===== src/rtl/dma_arbiter.sv =====
// Round-robin arbiter sharing one TL-UH DMA port among several IO masters.
// Locks the grant for multi-beat A bursts and routes D beats back by source tag.
module dma_arbiter #(
  parameter int NumHosts          = 2,
  parameter int DataWidth         = 128,
  parameter int AddrWidth         = 38,
  parameter int HostSourceWidth   = 2,
  parameter int DeviceSourceWidth = 3,
  parameter int SinkWidth         = 4
) (
  input  logic                                      clk_i,
  input  logic                                      rst_i,

  input  logic [NumHosts-1:0]                       host_a_valid_i,
  output logic [NumHosts-1:0]                       host_a_ready_o,
  input  logic [NumHosts-1:0][2:0]                  host_a_opcode_i,
  input  logic [NumHosts-1:0][2:0]                  host_a_param_i,
  input  logic [NumHosts-1:0][2:0]                  host_a_size_i,
  input  logic [NumHosts-1:0][HostSourceWidth-1:0]  host_a_source_i,
  input  logic [NumHosts-1:0][AddrWidth-1:0]        host_a_address_i,
  input  logic [NumHosts-1:0][DataWidth/8-1:0]      host_a_mask_i,
  input  logic [NumHosts-1:0][DataWidth-1:0]        host_a_data_i,
  input  logic [NumHosts-1:0]                       host_a_corrupt_i,

  output logic [NumHosts-1:0]                       host_d_valid_o,
  input  logic [NumHosts-1:0]                       host_d_ready_i,
  output logic [2:0]                                host_d_opcode_o,
  output logic [1:0]                                host_d_param_o,
  output logic [2:0]                                host_d_size_o,
  output logic [HostSourceWidth-1:0]                host_d_source_o,
  output logic [SinkWidth-1:0]                      host_d_sink_o,
  output logic                                      host_d_denied_o,
  output logic                                      host_d_corrupt_o,
  output logic [DataWidth-1:0]                      host_d_data_o,

  output logic                                      dev_a_valid_o,
  input  logic                                      dev_a_ready_i,
  output logic [2:0]                                dev_a_opcode_o,
  output logic [2:0]                                dev_a_param_o,
  output logic [2:0]                                dev_a_size_o,
  output logic [DeviceSourceWidth-1:0]              dev_a_source_o,
  output logic [AddrWidth-1:0]                      dev_a_address_o,
  output logic [DataWidth/8-1:0]                    dev_a_mask_o,
  output logic [DataWidth-1:0]                      dev_a_data_o,
  output logic                                      dev_a_corrupt_o,

  input  logic                                      dev_d_valid_i,
  output logic                                      dev_d_ready_o,
  input  logic [2:0]                                dev_d_opcode_i,
  input  logic [1:0]                                dev_d_param_i,
  input  logic [2:0]                                dev_d_size_i,
  input  logic [DeviceSourceWidth-1:0]              dev_d_source_i,
  input  logic [SinkWidth-1:0]                      dev_d_sink_i,
  input  logic                                      dev_d_denied_i,
  input  logic                                      dev_d_corrupt_i,
  input  logic [DataWidth-1:0]                      dev_d_data_i
);

  localparam int IdxW    = (NumHosts > 2) ? $clog2(NumHosts) : 1;
  localparam int LogBeat = $clog2(DataWidth / 8);
  localparam logic [2:0]    LogBeatW  = 3'(LogBeat);
  localparam logic [IdxW:0] NumHostsW = (IdxW + 1)'(NumHosts);

  typedef logic [IdxW-1:0] idx_t;

  logic       locked;
  idx_t       owner;
  idx_t       rr_ptr;
  logic [7:0] beats_left;

  idx_t       grant;
  idx_t       sel;
  idx_t       sel_next;
  logic [7:0] beats;
  logic       a_fire;
  logic       last_beat;
  logic       found;
  int         j;

  always_comb begin
    grant = rr_ptr;
    found = 1'b0;
    j     = 0;
    for (int k = 0; k < NumHosts; k++) begin
      j = int'(rr_ptr) + k;
      if (j >= NumHosts) j = j - NumHosts;
      if (!found && host_a_valid_i[j]) begin
        found = 1'b1;
        grant = idx_t'(j);
      end
    end
  end

  assign sel      = locked ? owner : grant;
  assign sel_next = (sel == idx_t'(NumHosts - 1)) ? '0 : sel + 1'b1;

  assign dev_a_valid_o   = host_a_valid_i[sel];
  assign dev_a_opcode_o  = host_a_opcode_i[sel];
  assign dev_a_param_o   = host_a_param_i[sel];
  assign dev_a_size_o    = host_a_size_i[sel];
  assign dev_a_source_o  = {sel, host_a_source_i[sel]};
  assign dev_a_address_o = host_a_address_i[sel];
  assign dev_a_mask_o    = host_a_mask_i[sel];
  assign dev_a_data_o    = host_a_data_i[sel];
  assign dev_a_corrupt_o = host_a_corrupt_i[sel];

  always_comb begin
    for (int i = 0; i < NumHosts; i++) begin
      host_a_ready_o[i] = dev_a_ready_i && (sel == idx_t'(i));
    end
  end

  // Only data-carrying opcodes (Put/Atomic) span more than one beat.
  always_comb begin
    beats = 8'd1;
    if (dev_a_opcode_o <= 3'd3 && dev_a_size_o > LogBeatW) begin
      beats = 8'd1 << (dev_a_size_o - LogBeatW);
    end
  end

  assign a_fire    = dev_a_valid_o && dev_a_ready_i;
  assign last_beat = locked ? (beats_left == 8'd1) : (beats == 8'd1);

  always_ff @(posedge clk_i) begin
    if (rst_i) begin
      locked     <= 1'b0;
      owner      <= '0;
      rr_ptr     <= '0;
      beats_left <= '0;
    end else if (a_fire) begin
      if (!locked) begin
        if (!last_beat) begin
          locked     <= 1'b1;
          owner      <= sel;
          beats_left <= beats - 8'd1;
        end
      end else begin
        beats_left <= beats_left - 8'd1;
        if (last_beat) locked <= 1'b0;
      end
      if (last_beat) rr_ptr <= sel_next;
    end
  end

  idx_t d_idx;
  logic d_idx_ok;

  assign d_idx    = dev_d_source_i[DeviceSourceWidth-1 -: IdxW];
  assign d_idx_ok = {1'b0, d_idx} < NumHostsW;

  always_comb begin
    for (int i = 0; i < NumHosts; i++) begin
      host_d_valid_o[i] = dev_d_valid_i && d_idx_ok && (d_idx == idx_t'(i));
    end
  end

  // Beats tagged for a non-existent host are sunk so the device never stalls.
  assign dev_d_ready_o = d_idx_ok ? host_d_ready_i[d_idx] : 1'b1;

  assign host_d_opcode_o  = dev_d_opcode_i;
  assign host_d_param_o   = dev_d_param_i;
  assign host_d_size_o    = dev_d_size_i;
  assign host_d_source_o  = dev_d_source_i[HostSourceWidth-1:0];
  assign host_d_sink_o    = dev_d_sink_i;
  assign host_d_denied_o  = dev_d_denied_i;
  assign host_d_corrupt_o = dev_d_corrupt_i;
  assign host_d_data_o    = dev_d_data_i;

endmodule


===== config.mk =====
export PLATFORM = sky130hd
export DESIGN_NAME = dma_arbiter
export DESIGN_NICKNAME = d
export VERILOG_FILES = /design/src/rtl/dma_arbiter.sv
export SDC_FILE = /design/constraint.sdc
export NUM_CORES = 1
export LEC_CHECK = 0
export CAP_MARGIN = 20
export CORE_AREA = 2 2 349 351
export CTS_BUF_LIST = sky130_fd_sc_hd__clkbuf_2 sky130_fd_sc_hd__clkbuf_4 sky130_fd_sc_hd__clkbuf_8
export DETAILED_ROUTE_END_ITERATION = 7
export DIE_AREA = 0 0 351 353
export PLACE_DENSITY = 0.32
export RECOVER_POWER = 100
export SLEW_MARGIN = 20
export SYNTH_ARGS = -nofsm -noshare
export SYNTH_HDL_FRONTEND = slang
export SYNTH_SLANG_ARGS = --single-unit

===== constraint.sdc =====
create_clock -name clk_i -period 5.6 [get_ports clk_i]
set_clock_uncertainty 0.1 [all_clocks]
set_input_delay 0.84 -clock clk_i [delete_from_list [all_inputs] [get_ports clk_i]]
set_output_delay 0.84 -clock clk_i [all_outputs]
set_load 0.02 [all_outputs]

==> key figures <==
Route
  – DRC: 0
  – Initial DRC Count: a little under 200
  – Vias: approximately 5500
  – Routed Antenna Nets: 0
  – Routed wire length: about 62000 um
  – Routed wirelength normalized by instance count: approximately 24 um
  – Vias per cell: between 2 and 2.5
  – Pre-Repair DR Iteration Count: 4

Clocking
  – H-Tree Depth: 1
  – Cts repair resizes: 0
  – Clock insertion delay at the later pin of the skew report: 0.24 ns
  – CTS tree: built
  – CTS buffer count: 3
  – Hold-fix buffers, CTS: 0
  – CTS root buffer: clkbuf_8
  – Clock sink total: 11
  – Post-CTS Setup Bufs: 0
  – Maximum buffer depth of the clock tree: 2
  – Reg clk slew, reported paths: approximately 0.06 ns

GRT
  – First-pass GRT wire length: around 73000 um
  – Vias in the first global route: 6057
  – Initial antenna violation count: 14
  – GRT Overall Usage: 9.38%
  – Pin count of the biggest net entering global routing: between 50 and 60
  – Global route overflow: 0

Setup path
  – Element type at the critical path start: input port
  – CP max stage cell: clkbuf_1
  – Worst Path Required: roughly 4.7 ns
  – Critical path, cell by cell: dlygate4sd3_1, nand2b_1, a211oi_4, nor2_4, clkbuf_1, mux2_2, clkdlybuf4s50_1
  – Worst path max stage delay: about 0.88 ns
  – Crit. End Element: output pin
  – FF-to-FF Start: locked
  – CP max FO: 20
  – Critical path class: in2out
  – Critical path launch point: host_a_valid_i[1]
  – WP data arrival: between 4 and 5 ns

Place
  – Global placer's final weighted congestion: approximately 0.85
  – Pre-CTS setup slack: 0.799 ns
  – PortBufs: roughly 600
  – Final HPWL DP: between 50000 and 60000 um

Hold path
  – Hold crit path type: reg2reg
  – Hold Path Origin: beats_left[1]

Layout
  – Layout cells sized above 1: roughly 25%
  – Layout Nets: between 1000 and 1500
  – P&R area growth vs syn: 162%

Yosys
  – Largest cells by area after synthesis: mux2_2 51%, buf_4 26%, dfxtp_1 5.2%
  – Post-Syn Instances: 467
  – Count of cell types in the netlist: 45
  – Register area share after synthesis: under 10%
  – Synth Cell Area: around 4300 um2
  – Post-synth top area cell: mux2_2
  – Post-Syn Nets: 1012
  – Commonest cells in the netlist: 194 x mux2_2, 145 x buf_4, 14 x buf_2
  – Main flop type after synthesis: dfxtp_1
  – Flops & latches, synth: 11
  – Post-synth EDFFs: 0
  – Top-area cell type share of the netlist area: between 50% and 60%
  – Average size of a mapped cell: just over 9 um2
  – Yosys warns: 0
  – Post-synthesis async set-or-reset flop share: 0%
  – Most frequent cell after synthesis: mux2_2

Timing
  – Slew HR: about a quarter
  – Worst-Margin Slew: 1.11 ns
  – Unrepaired setup endpoints after global routing: false
  – Final count of hold timing violations: 0
  – Final Max Tran Viols: 0
  – Setup_tns: 0 ns
  – Final setup fails: 0
  – Fin crit share: slightly below 90%
  – Final Critical Period: roughly 5 ns
  – Setup WS post-layout: around 0.60 ns
  – Achievable Freq: 200 MHz

Job
  – Max Cap Violations: 0

Power
  – PwrDens: around 190 nW/um2
  – Worst vdd ir: approximately 69 uV
  – P_leak: between 0.003 and 0.004 uW

Floorplan
  – Core Area: ~120000 um2
  – Die Wd: ~350 um
  – Top-level I/O count: between 800 and 900
  – Full die area: ~120000 um2
  – Initial core utilization: 3.53%
  – Std-Cell Rows: about 130
  – Die H: between 300 and 400 um

Status
  – Status: finished, final reports clean
## state kept, by name, summed over array words and instances (netlist names)
| name | cells |
|---|---|
| locked | 1 |
| beats_left | 8 |
| rr_ptr | 1 |
| owner | 1 |
## kinds of logic after synthesis
kind of cell	count (synthesis)	share of synthesized area, %
XOR/XNOR	2	0.412
flip-flops	11	5.17
multiplexers	200	52.8
AO/OA/AOI/OAI	29	5.12
buffers and inverters	175	29.1
adder cells (fa/ha/maj)	4	1.18
AND/OR/NAND/NOR	46	6.23
## routing by layer
metal	part of all wire, %	routed length [um]	vias up	global-route usage [%]
met5	0.019	12	-	0
met1	40	25000	2526	11.0
li1	-	-	2404	-
met4	5.0	3110	2	3.84
met3	12	7710	112	4.54
met2	42	26200	473	14.5
## where the power goes
group	leakage, uW	switching [uW]	internal [uW]	total (uW)
Combinational	0.00344	1010	879	1890
Clock	0.0000262	31.9	55.0	86.8
Sequential	0.0000896	13.5	88.6	102
## area by class of cell
class | count | area [um2]
fillers | 14000 | 109000
repair buffers | 607 | 5980
multi-input cells | 281 | 2800
well taps | 1625 | 2030
flip-flops and latches | 11 | 220
clock buffers | 4 | 48.8
inverters | 7 | 26.3
diodes | 8 | 20.0
## cells in the final DEF (no fill, tap or decap), drive strengths merged, types with 2 or more instances in the layout
| master | synthesis | routed |
|---|---|---|
| nor2b | 3 | 3 |
| clkbuf | 9 | 15 |
| diode | 0 | 8 |
| nor3 | 4 | 4 |
| o22ai | 3 | 3 |
| xor2 | 2 | 2 |
| or4 | 2 | 2 |
| clkdlybuf4s50 | 0 | 402 |
| inv | 7 | 7 |
| nand2 | 9 | 9 |
| dfxtp | 11 | 11 |
| mux2i | 5 | 5 |
| buf | 159 | 23 |
| dlygate4sd3 | 0 | 171 |
| a21oi | 8 | 8 |
| mux2 | 195 | 195 |
| ha | 4 | 4 |
| or2b | 4 | 4 |
| a211oi | 3 | 3 |
| nor2 | 8 | 8 |
| nand3 | 4 | 4 |
| nand2b | 2 | 2 |
| o21ai | 4 | 4 |
| o31ai | 4 | 4 |
## worst max-delay path, delay by kind of cell
kind            cells  cell delay, ns
buf+inv             3            2.04
mux                 1            0.42
simple gates        2            0.63
compound gates      1            0.11
## through the flow
step | hold slack [ns] | utilization [%] | instance area, um2 | instances | power (uW)
2_1_floorplan | 0.329 | - | 4260 | 467 | 1110
4_1_cts | 0.370 | 9.24 | 11100 | 2535 | 2250
3_3_place_gp | 0.346 | 9.20 | 11100 | 2531 | 2150
5_1_grt | 0.400 | 9.21 | 11100 | 2536 | 2220
6_report | 0.365 | 9.23 | 11100 | 2543 | 2080
3_5_place_dp | 0.363 | 9.20 | 11100 | 2531 | 2150
## path summary, 6_finish.rpt
kind,cells past startpoint,to,slack (ns)
worst min-delay path,2,beats_left[1],0.36
worst min register to register,2,beats_left[1],0.36
worst max register to register,10,beats_left[2],1.86
worst max-delay path,7,dev_a_data_o[43],0.60
(Power assumes the default switching activity.)
